## config.mk

```make
export PLATFORM = sky130hd
export DESIGN_NAME = muldiv_unit
export DESIGN_NICKNAME = d
export VERILOG_FILES = /design/src/rtl/muldiv_pkg.sv /design/src/rtl/muldiv_addsub.sv /design/src/rtl/muldiv_unit.sv
export SDC_FILE = /design/constraint.sdc
export NUM_CORES = 1
export LEC_CHECK = 0
export CAP_MARGIN = 40
export CORE_MARGIN = 2
export CORE_UTILIZATION = 60
export DETAILED_ROUTE_END_ITERATION = 8
export DONT_BUFFER_PORTS = 1
export PLACE_DENSITY = 0.75
export SYNTH_ARGS = -nofsm -noshare
export SYNTH_HDL_FRONTEND = slang
export SYNTH_HIERARCHICAL = 1
export SYNTH_SLANG_ARGS = --single-unit
export TNS_END_PERCENT = 20
```

## constraint.sdc

```tcl
create_clock -name clk -period 6.2 [get_ports clk]
set_input_delay 0.62 -clock clk [delete_from_list [all_inputs] [get_ports clk]]
set_output_delay 0.62 -clock clk [all_outputs]
set_load 0.02 [all_outputs]
```

## src/rtl/muldiv_pkg.sv

```systemverilog
// muldiv_pkg -- shared definitions for the iterative multiply/divide unit.
//   op_e    : operation codes carried on the op port
//   state_e : control FSM states (IDLE, RUN, FIX)
//   ITERS   : number of radix-2 steps per operation
package muldiv_pkg;

  localparam int ITERS = 32;

  typedef enum logic [1:0] {
    OP_MULT  = 2'd0,
    OP_MULTU = 2'd1,
    OP_DIV   = 2'd2,
    OP_DIVU  = 2'd3
  } op_e;

  typedef enum logic [1:0] {
    IDLE = 2'd0,
    RUN  = 2'd1,
    FIX  = 2'd2
  } state_e;

  function automatic logic op_is_signed(input op_e o);
    return (o == OP_MULT) || (o == OP_DIV);
  endfunction

  function automatic logic op_is_div(input op_e o);
    return (o == OP_DIV) || (o == OP_DIVU);
  endfunction

endpackage

```

## src/rtl/muldiv_addsub.sv

```systemverilog
// muldiv_addsub -- combinational adder/subtractor shared by the multiply
// (shift-add) and divide (restoring subtract) steps.
//   a, b : operands (W bits)
//   sub  : 1 selects a - b, 0 selects a + b
//   y    : result (W bits, no carry-out beyond W)
module muldiv_addsub #(
  parameter int W = 33
) (
  input  logic [W-1:0] a,
  input  logic [W-1:0] b,
  input  logic         sub,
  output logic [W-1:0] y
);

  assign y = sub ? (a - b) : (a + b);

endmodule

```

## src/rtl/muldiv_unit.sv

```systemverilog
// muldiv_unit -- iterative 32-cycle MULT/MULTU/DIV/DIVU unit with the
// architectural HI/LO registers.
//   clk, rst_n      : clock, asynchronous active-low reset
//   start, op       : launch an operation (op: 0 MULT, 1 MULTU, 2 DIV, 3 DIVU)
//   srca, srcb      : operands
//   hi_we, lo_we, wd: MTHI/MTLO writes (honoured only in IDLE, start wins)
//   busy            : operation in progress (state != IDLE)
//   done            : one-cycle pulse after HI/LO take a result
//   hi, lo          : HI/LO registers
// Handshake: start is sampled only when busy=0; there is no backpressure, the
// result lands in hi/lo exactly 33 edges after the accepting edge and done
// marks the cycle in which it becomes visible.
module muldiv_unit
  import muldiv_pkg::*;
#(
  parameter int M = 32
) (
  input  logic         clk,
  input  logic         rst_n,
  input  logic         start,
  input  logic [1:0]   op,
  input  logic [M-1:0] srca,
  input  logic [M-1:0] srcb,
  input  logic         hi_we,
  input  logic         lo_we,
  input  logic [M-1:0] wd,
  output logic         busy,
  output logic         done,
  output logic [M-1:0] hi,
  output logic [M-1:0] lo
);

  state_e           state, state_next;
  logic [5:0]       count;
  logic [2*M-1:0]   acc;       // multiply: {partial, multiplier}; divide: {rem, quot}
  logic [M-1:0]     mag_b;     // multiplicand / divisor magnitude
  op_e              op_q;
  logic             neg_q;     // product or quotient must be negated
  logic             neg_r;     // remainder must be negated (dividend sign)
  logic             div0;

  op_e              op_in;
  logic             sa, sb;
  logic [M-1:0]     a_mag, b_mag;
  logic             is_div_q;
  logic [M:0]       as_a, as_b, as_y;
  logic [2*M-1:0]   acc_step;
  logic [2*M-1:0]   prod;
  logic [M-1:0]     hi_res, lo_res;

  // ---------------- operand conditioning ----------------
  assign op_in = op_e'(op);
  assign sa    = op_is_signed(op_in) && srca[M-1];
  assign sb    = op_is_signed(op_in) && srcb[M-1];
  assign a_mag = sa ? -srca : srca;
  assign b_mag = sb ? -srcb : srcb;

  // ---------------- one radix-2 step ----------------
  assign is_div_q = op_is_div(op_q);
  // Divide compares the remainder shifted left by one (top M+1 bits of acc
  // before the shift); multiply adds the multiplicand into the upper half.
  assign as_a = is_div_q ? acc[2*M-1:M-1] : {1'b0, acc[2*M-1:M]};
  assign as_b = {1'b0, mag_b};

  muldiv_addsub #(.W(M + 1)) u_addsub (
    .a   (as_a),
    .b   (as_b),
    .sub (is_div_q),
    .y   (as_y)
  );

  always_comb begin
    acc_step = acc;
    if (is_div_q) begin
      // No borrow means the divisor fits: keep the difference, quotient bit 1.
      if (!as_y[M]) acc_step = {as_y[M-1:0], acc[M-2:0], 1'b1};
      else          acc_step = {acc[2*M-2:0], 1'b0};
    end else begin
      if (acc[0]) acc_step = {as_y, acc[M-1:1]};
      else        acc_step = {1'b0, acc[2*M-1:1]};
    end
  end

  // ---------------- sign correction for FIX ----------------
  // With a zero divisor the remainder half ends up holding |srca|, so the
  // normal remainder sign fix reproduces srca; only lo needs forcing.
  always_comb begin
    prod   = neg_q ? -acc : acc;
    hi_res = prod[2*M-1:M];
    lo_res = prod[M-1:0];
    if (is_div_q) begin
      hi_res = neg_r ? -acc[2*M-1:M] : acc[2*M-1:M];
      if (div0)       lo_res = '1;
      else if (neg_q) lo_res = -acc[M-1:0];
      else            lo_res = acc[M-1:0];
    end
  end

  // ---------------- FSM ----------------
  always_ff @(posedge clk or negedge rst_n) begin
    if (!rst_n) state <= IDLE;
    else        state <= state_next;
  end

  always_comb begin
    state_next = state;
    case (state)
      IDLE:    if (start) state_next = RUN;
      RUN:     if (count == 6'(ITERS - 1)) state_next = FIX;
      FIX:     state_next = IDLE;
      default: state_next = IDLE;
    endcase
  end

  assign busy = (state != IDLE);

  // ---------------- datapath and HI/LO ----------------
  always_ff @(posedge clk or negedge rst_n) begin
    if (!rst_n) begin
      count <= '0;
      acc   <= '0;
      mag_b <= '0;
      op_q  <= OP_MULT;
      neg_q <= 1'b0;
      neg_r <= 1'b0;
      div0  <= 1'b0;
      hi    <= '0;
      lo    <= '0;
      done  <= 1'b0;
    end else begin
      done <= (state == FIX);
      case (state)
        IDLE: begin
          if (start) begin
            count <= '0;
            acc   <= {{M{1'b0}}, a_mag};
            mag_b <= b_mag;
            op_q  <= op_in;
            neg_q <= sa ^ sb;
            neg_r <= sa;
            div0  <= op_is_div(op_in) && (srcb == '0);
          end else begin
            if (hi_we) hi <= wd;
            if (lo_we) lo <= wd;
          end
        end
        RUN: begin
          acc   <= acc_step;
          count <= count + 6'd1;
        end
        FIX: begin
          hi <= hi_res;
          lo <= lo_res;
        end
        default: ;
      endcase
    end
  end

endmodule

```

# Word level (Yosys, flattened, before mapping)

Index checks and enable logic that the tools add are counted.

$add $sub $neg: 8
$mul: 0
Divide/modulo/power cells: 0
Order comparisons: 0
Equality and inequality tests: 12
Shift-type cells: 0
Muxes and demuxes: 26
Bitwise logic cells: 1
Reductions and logical operators: 17

Operator list:

| operator              | number |
|---|---|
| $mux W32              | 11 |
| $mux W64              | 5 |
| $neg A32 Y32          | 4 |
| $pmux W32 S2          | 2 |
| $pmux W64 S2          | 1 |
| $mux W33              | 2 |
| $neg A64 Y64          | 1 |
| $add A33 B32 Y33      | 1 |
| $sub A33 B32 Y33      | 1 |
| $logic_not A32 Y1     | 1 |
| $pmux W6 S2           | 1 |
| $eq A2 B2 Y1 const B  | 5 |
| $ne A2 B2 Y1 const B  | 5 |
| $add A6 B1 Y6 const B | 1 |
| $eq A6 B5 Y1 const B  | 1 |
| $mux W6               | 1 |
| $reduce_and A2 Y1     | 3 |
| $reduce_and A3 Y1     | 2 |
| $reduce_bool A2 Y1    | 3 |
| $logic_not A2 Y1      | 2 |
| $mux W2               | 2 |
| $pmux W2 S2           | 1 |
| $logic_and A1 B1 Y1   | 3 |
| $logic_or A1 B1 Y1    | 3 |
| 2 further kinds       | 2 |

Flip-flop bits (word level): 174
Bits in latches: 0
Memory bits (writable): 0
Bits in read-only memories: 0
Input bits: 103
Output and inout port bits: 66
Word-level logic and storage cells: 75
Memories: 0

# Depth between registers and ports, before layout

Gate-level depths: netlist of the first run.

Depth after elaboration: 8
Gate-level depth with buffers: 23
Mapped depth without buffers: 19

# Modules after synthesis

Netlist of the first run, hierarchy kept.

Modules (own cells, without submodules):

| module        | instances | cells each | area each (um2) | seq. area each (um2) |
|---|---|---|---|---|
| muldiv_unit   | 1         | 1431       | 12122.9         | 4329.2 |
| muldiv_addsub | 1         | 369        | 2537.4          | 0.0 |

# Worst setup path after synthesis of the first run

OpenSTA, ideal clock, no wires.

Kind: reg2reg
Start point: reg mag_b[6]
End point: reg acc[44]
Library setup time: 0.121 ns
Arrival time: 5.003 ns
Required time: 6.079 ns
Slack: 1.076 ns
Stages on the path, launching flop included: 22
Path buffers: 3
Clock period less this slack: 5.124 ns
Cell sequence: dfrtp_1 -> or4_4 -> or3_4 -> nor3b_4 -> nand2_2 -> nor2_4 -> a21oi_1 -> xnor2_1 -> ha_1 -> clkbuf_1 -> a21o_1 -> a21o_1 -> a21o_1 -> a221oi_1 -> o21ai_0 -> a211oi_1 -> xnor2_1 -> clkbuf_1 -> clkbuf_1 -> mux2i_1 -> a21oi_1 -> a22o_1

Longest elaborated chain between the ends: 5
Elaborated cells between the ends (all ways): 7
Those cells by class: add/sub (2); mux (5)

Ends and longest elaborated chain:

| element                                                     | line                | text |
|---|---|---|
| start, declared                                             | muldiv_unit.sv:36   | `logic [M-1:0] mag_b;` |
| start signal, assigned                                      | muldiv_unit.sv:137  | `mag_b <= b_mag;` |
| $add A33 B32 Y33 / $sub A33 B32 Y33 (equally long branches) | muldiv_addsub.sv:15 | `assign y = sub ? (a - b) : (a + b);` |
| $mux W33 (*)                                                | muldiv_addsub.sv:15 |  |
| via as_y[32]                                                | muldiv_unit.sv:46   | `logic [M:0] as_a, as_b, as_y;` |
| $mux W64 (*)                                                | muldiv_unit.sv:76   | `if (!as_y[M]) acc_step = {as_y[M-1:0], acc[M-2:0], 1'b1};` |
| $mux W64 (*)                                                | muldiv_unit.sv:74   | `if (is_div_q) begin` |
| $pmux W64 S2 (*)                                            | muldiv_unit.sv:132  | `case (state)` |
| end signal, assigned                                        | muldiv_unit.sv:136  | `acc <= {{M{1'b0}}, a_mag};` |
| end signal, assigned                                        | muldiv_unit.sv:148  | `acc <= acc_step;` |
| end, declared                                               | muldiv_unit.sv:35   | `logic [2*M-1:0] acc;` |

The timed path passes the listed nets; every way through them passes the cells marked *.
A chain may end at the register's enable or synchronous reset.

# Worst setup path after layout of the first run

Start point: reg mag_b[6]
End point: reg acc[41]

The elaborated chain is that of the path after synthesis.

==> metrics.cfg, run 1 <==
[clock_network]
cts_resized=0
htreeDepth=4
clk_latency_ns=0.45
clock-sinks=173
ctsLongestPathBuffers=2
postCtsSetupRepairBufs=0
clk_pin_slew_worst_paths_ns=0.08
cts_buffers=17
clockRootBuffer=clkbuf_16
cts_tree=built

[worst_setup_path]
worst-setup-path-type=reg -> reg
start_kind=flop
cp_max_fo=25
crit_required_ns=6.53
reg2reg_slack_ns=0.75
cp.arrival_ns=5.78
r2r_end=acc[41]
r2r_start=mag_b[6]
end_kind=flop
r2r_cells=19

[sta]
tns_ns=0
fin_skew_ns=0.0185
rsz0062_at_grt=false
slew_headroom_pct=35.0
worst_pin_slew_ns=0.967
drv_slew=0
hold_violations=0
finalSetupViolations=0
clock.fmax_mhz=183
hold_slack_ns=0.183
finalCritPeriodShare_pct=87.9
period_needed_ns=5.45

[job]
max_cap_viol_count=0

[floorplan]
die_w_um=160
io_pins=169
die_h_um=160
core_mm2=0.0242
start_util_pct=60.6
dieArea_mm2=0.0257
std_cell_rows=57

[synth]
syn_inst=1800
synth_edf_count=0
yosysSeqAreaShare_pct=29.5
async_flop_share_pct=100
yosys_warnings=6
synth_area_per_cell_um2=8.14
synth_ff_type=dfrtp_1
synthDistinctLibCells=84
synth_area_mm2=0.0147
ys_ff_latch=173
syn_nets=1942

[drt]
drtIter0Drc=1591
wirelength_um=42300
viasPerCell=6.64
drc=0
first_pass_iters=5
wl_per_cell_um=20.8
ant_nets=0
via_count=13500

[placement]
dpl.hpwl_um=31400
gp_congestion=0.982
io_buffers=0

[global_routing]
grt_pass1_vias=12500
grt_usage_pct=32.3
grt_max_degree=174
antenna_found_initial=0
grt_first_pass_wirelength_um=67100
grt_overflow=0

[cells_and_area]
antenna_cells=0
drive_gt1_share_pct=8.37
final_common_cell=dfrtp_1
syn2layout_area_growth_pct=4.57
final_cell_mix=dfrtp_1, o21ai_0, a21oi_1
final_util_pct=63.4
nNetsFinal=1837

[hold_path]
holdCritPathClass=in -> async

[outcome]
outcome=finished clean

how the worst max path moves through the flow:
stage              from       to  slack (ns)  cells past startpoint
3_5_place_dp   mag_b[6]  acc[41]        0.82                     19
2_1_floorplan  mag_b[6]  acc[44]        1.08                     21
4_1_cts        mag_b[6]  acc[41]        0.81                     19
5_1_grt        mag_b[6]  acc[42]        0.52                     19
3_3_place_gp   mag_b[6]  acc[41]        0.93                     19
6_report       mag_b[6]  acc[41]        0.75                     19
worst max-delay path, cell delays in order (launching register included):
cell	delay [ns]
dfrtp_1	0.42
or4_4	0.57
or3_4	0.37
nor3b_4	0.32
nand2_2	0.11
nor2_4	0.19
a21oi_1	0.10
xnor2_1	0.18
ha_1	0.38
a21o_1	0.21
a21o_1	0.18
a21o_1	0.20
a221oi_1	0.39
o21ai_0	0.13
a211oi_1	0.36
xnor2_2	0.34
buf_12	0.29
mux2i_1	0.21
a21oi_1	0.08
a22o_1	0.26
layer usage:
metal / routed length (µm) / track usage (%) / vias to the layer above / share of wire [%]
li1: - / - / 6382 / -
met1: 19100 / 47.1 / 6446 / 45
met2: 18700 / 49.5 / 583 / 44
met3: 3390 / 5.58 / 90 / 8.0
met4: 1120 / 9.50 / 0 / 2.6
met5: 0 / 0 / - / 0
cells in the mapped netlist, types with 5 or more instances:
master    number  area (µm²)
a211oi_1      45         338
a21o_1        13        97.6
a21oi_1      160         801
a221o_1        5        50.1
a22o_1        32         280
a22oi_1        5        37.5
a31o_2        12         105
a31oi_1       22         138
a41oi_1        5        43.8
and2_1         8        50.1
and3_1        12        75.1
buf_1          9        33.8
buf_6          6        67.6
clkbuf_1     127         477
dfrtp_1      173        4330
ha_1          38         475
inv_1         34         128
mux2_2        36         405
mux2i_1       81         811
nand2_1      148         556
nand2b_1      14        87.6
nand3_1       24         120
nand4_1       12        75.1
nand4b_1       5        43.8
nor2_1       123         462
nor2b_1       46         288
nor3_1        43         215
nor3b_1        6        45.0
nor4_1        24         150
o211ai_1       7        52.6
o21a_1         8        60.1
o21ai_0      167         836
o21bai_1       8        60.1
o22ai_1       19         119
o31ai_1       24         180
o41ai_1       12         105
or2_2          7        43.8
or3_1         35         219
or4_1         18         135
xnor2_1      103         902
xor2_1        53         464
final cells by class:
type | count | area (µm²)
Clock buffer | 17 | 425
Inverter | 34 | 128
Timing Repair Buffer | 22 | 215
Tap cell | 324 | 405
Sequential cell | 173 | 4330
Fill cell | 2077 | 8850
Multi-Input combinational cell | 1447 | 9620
Clock inverter | 15 | 208
kinds of logic (layout without fill, tap and decap cells):
| group | after synthesis | after routing | share of synthesized area (%) |
|---|---|---|---|
| AOI/OAI and AO/OA | 576 | 576 | 24.6 |
| xor gates and xnor gates | 156 | 156 | 9.32 |
| adders and majority gates | 39 | 39 | 3.38 |
| buffers and inverters | 180 | 88 | 5.20 |
| DFF | 173 | 173 | 29.5 |
| muxes | 117 | 117 | 8.30 |
| other | 1 | 1 | 0.0256 |
| and+or+nand+nor | 558 | 558 | 19.7 |
metrics by stage:
step           setup WS [ns]  cell area [µm²]  instances
2_1_floorplan           1.08            14700       1800
3_3_place_gp           0.935            14600       1994
3_5_place_dp           0.819            14700       1999
4_1_cts                0.806            15300       2032
5_1_grt                0.520            15300       2032
6_report               0.749            15300       2032
registers in the layout, indices dropped and copies added, names as in the netlist:
register,flops
done,1
neg_q,1
div0,1
neg_r,1
state,2
count,6
hi,32
op_q,1
acc,64
lo,32
mag_b,32
repair_timing:
item                       CTS  global route
hold buffers                 1             0
setup endpoints to repair    0             0
hold endpoints to repair   173             0
Power of run 1 is not shown: default switching activity piles up to over one toggle a cycle in this logic, so the estimate is an artifact.
==> inputs of run 2 (changes only) <==
--- a/config.mk
+++ b/config.mk
@@ -8,6 +8,7 @@
 export CAP_MARGIN = 40
 export CORE_MARGIN = 2
 export CORE_UTILIZATION = 60
+export CTS_CLUSTER_SIZE = 8
 export DETAILED_ROUTE_END_ITERATION = 8
 export DONT_BUFFER_PORTS = 1
 export PLACE_DENSITY = 0.75
==> results of run 2 <==
Same layout as run 1: the final DEF is identical, and so are final timing and power.
Power of run 2 is left out for the same reason.
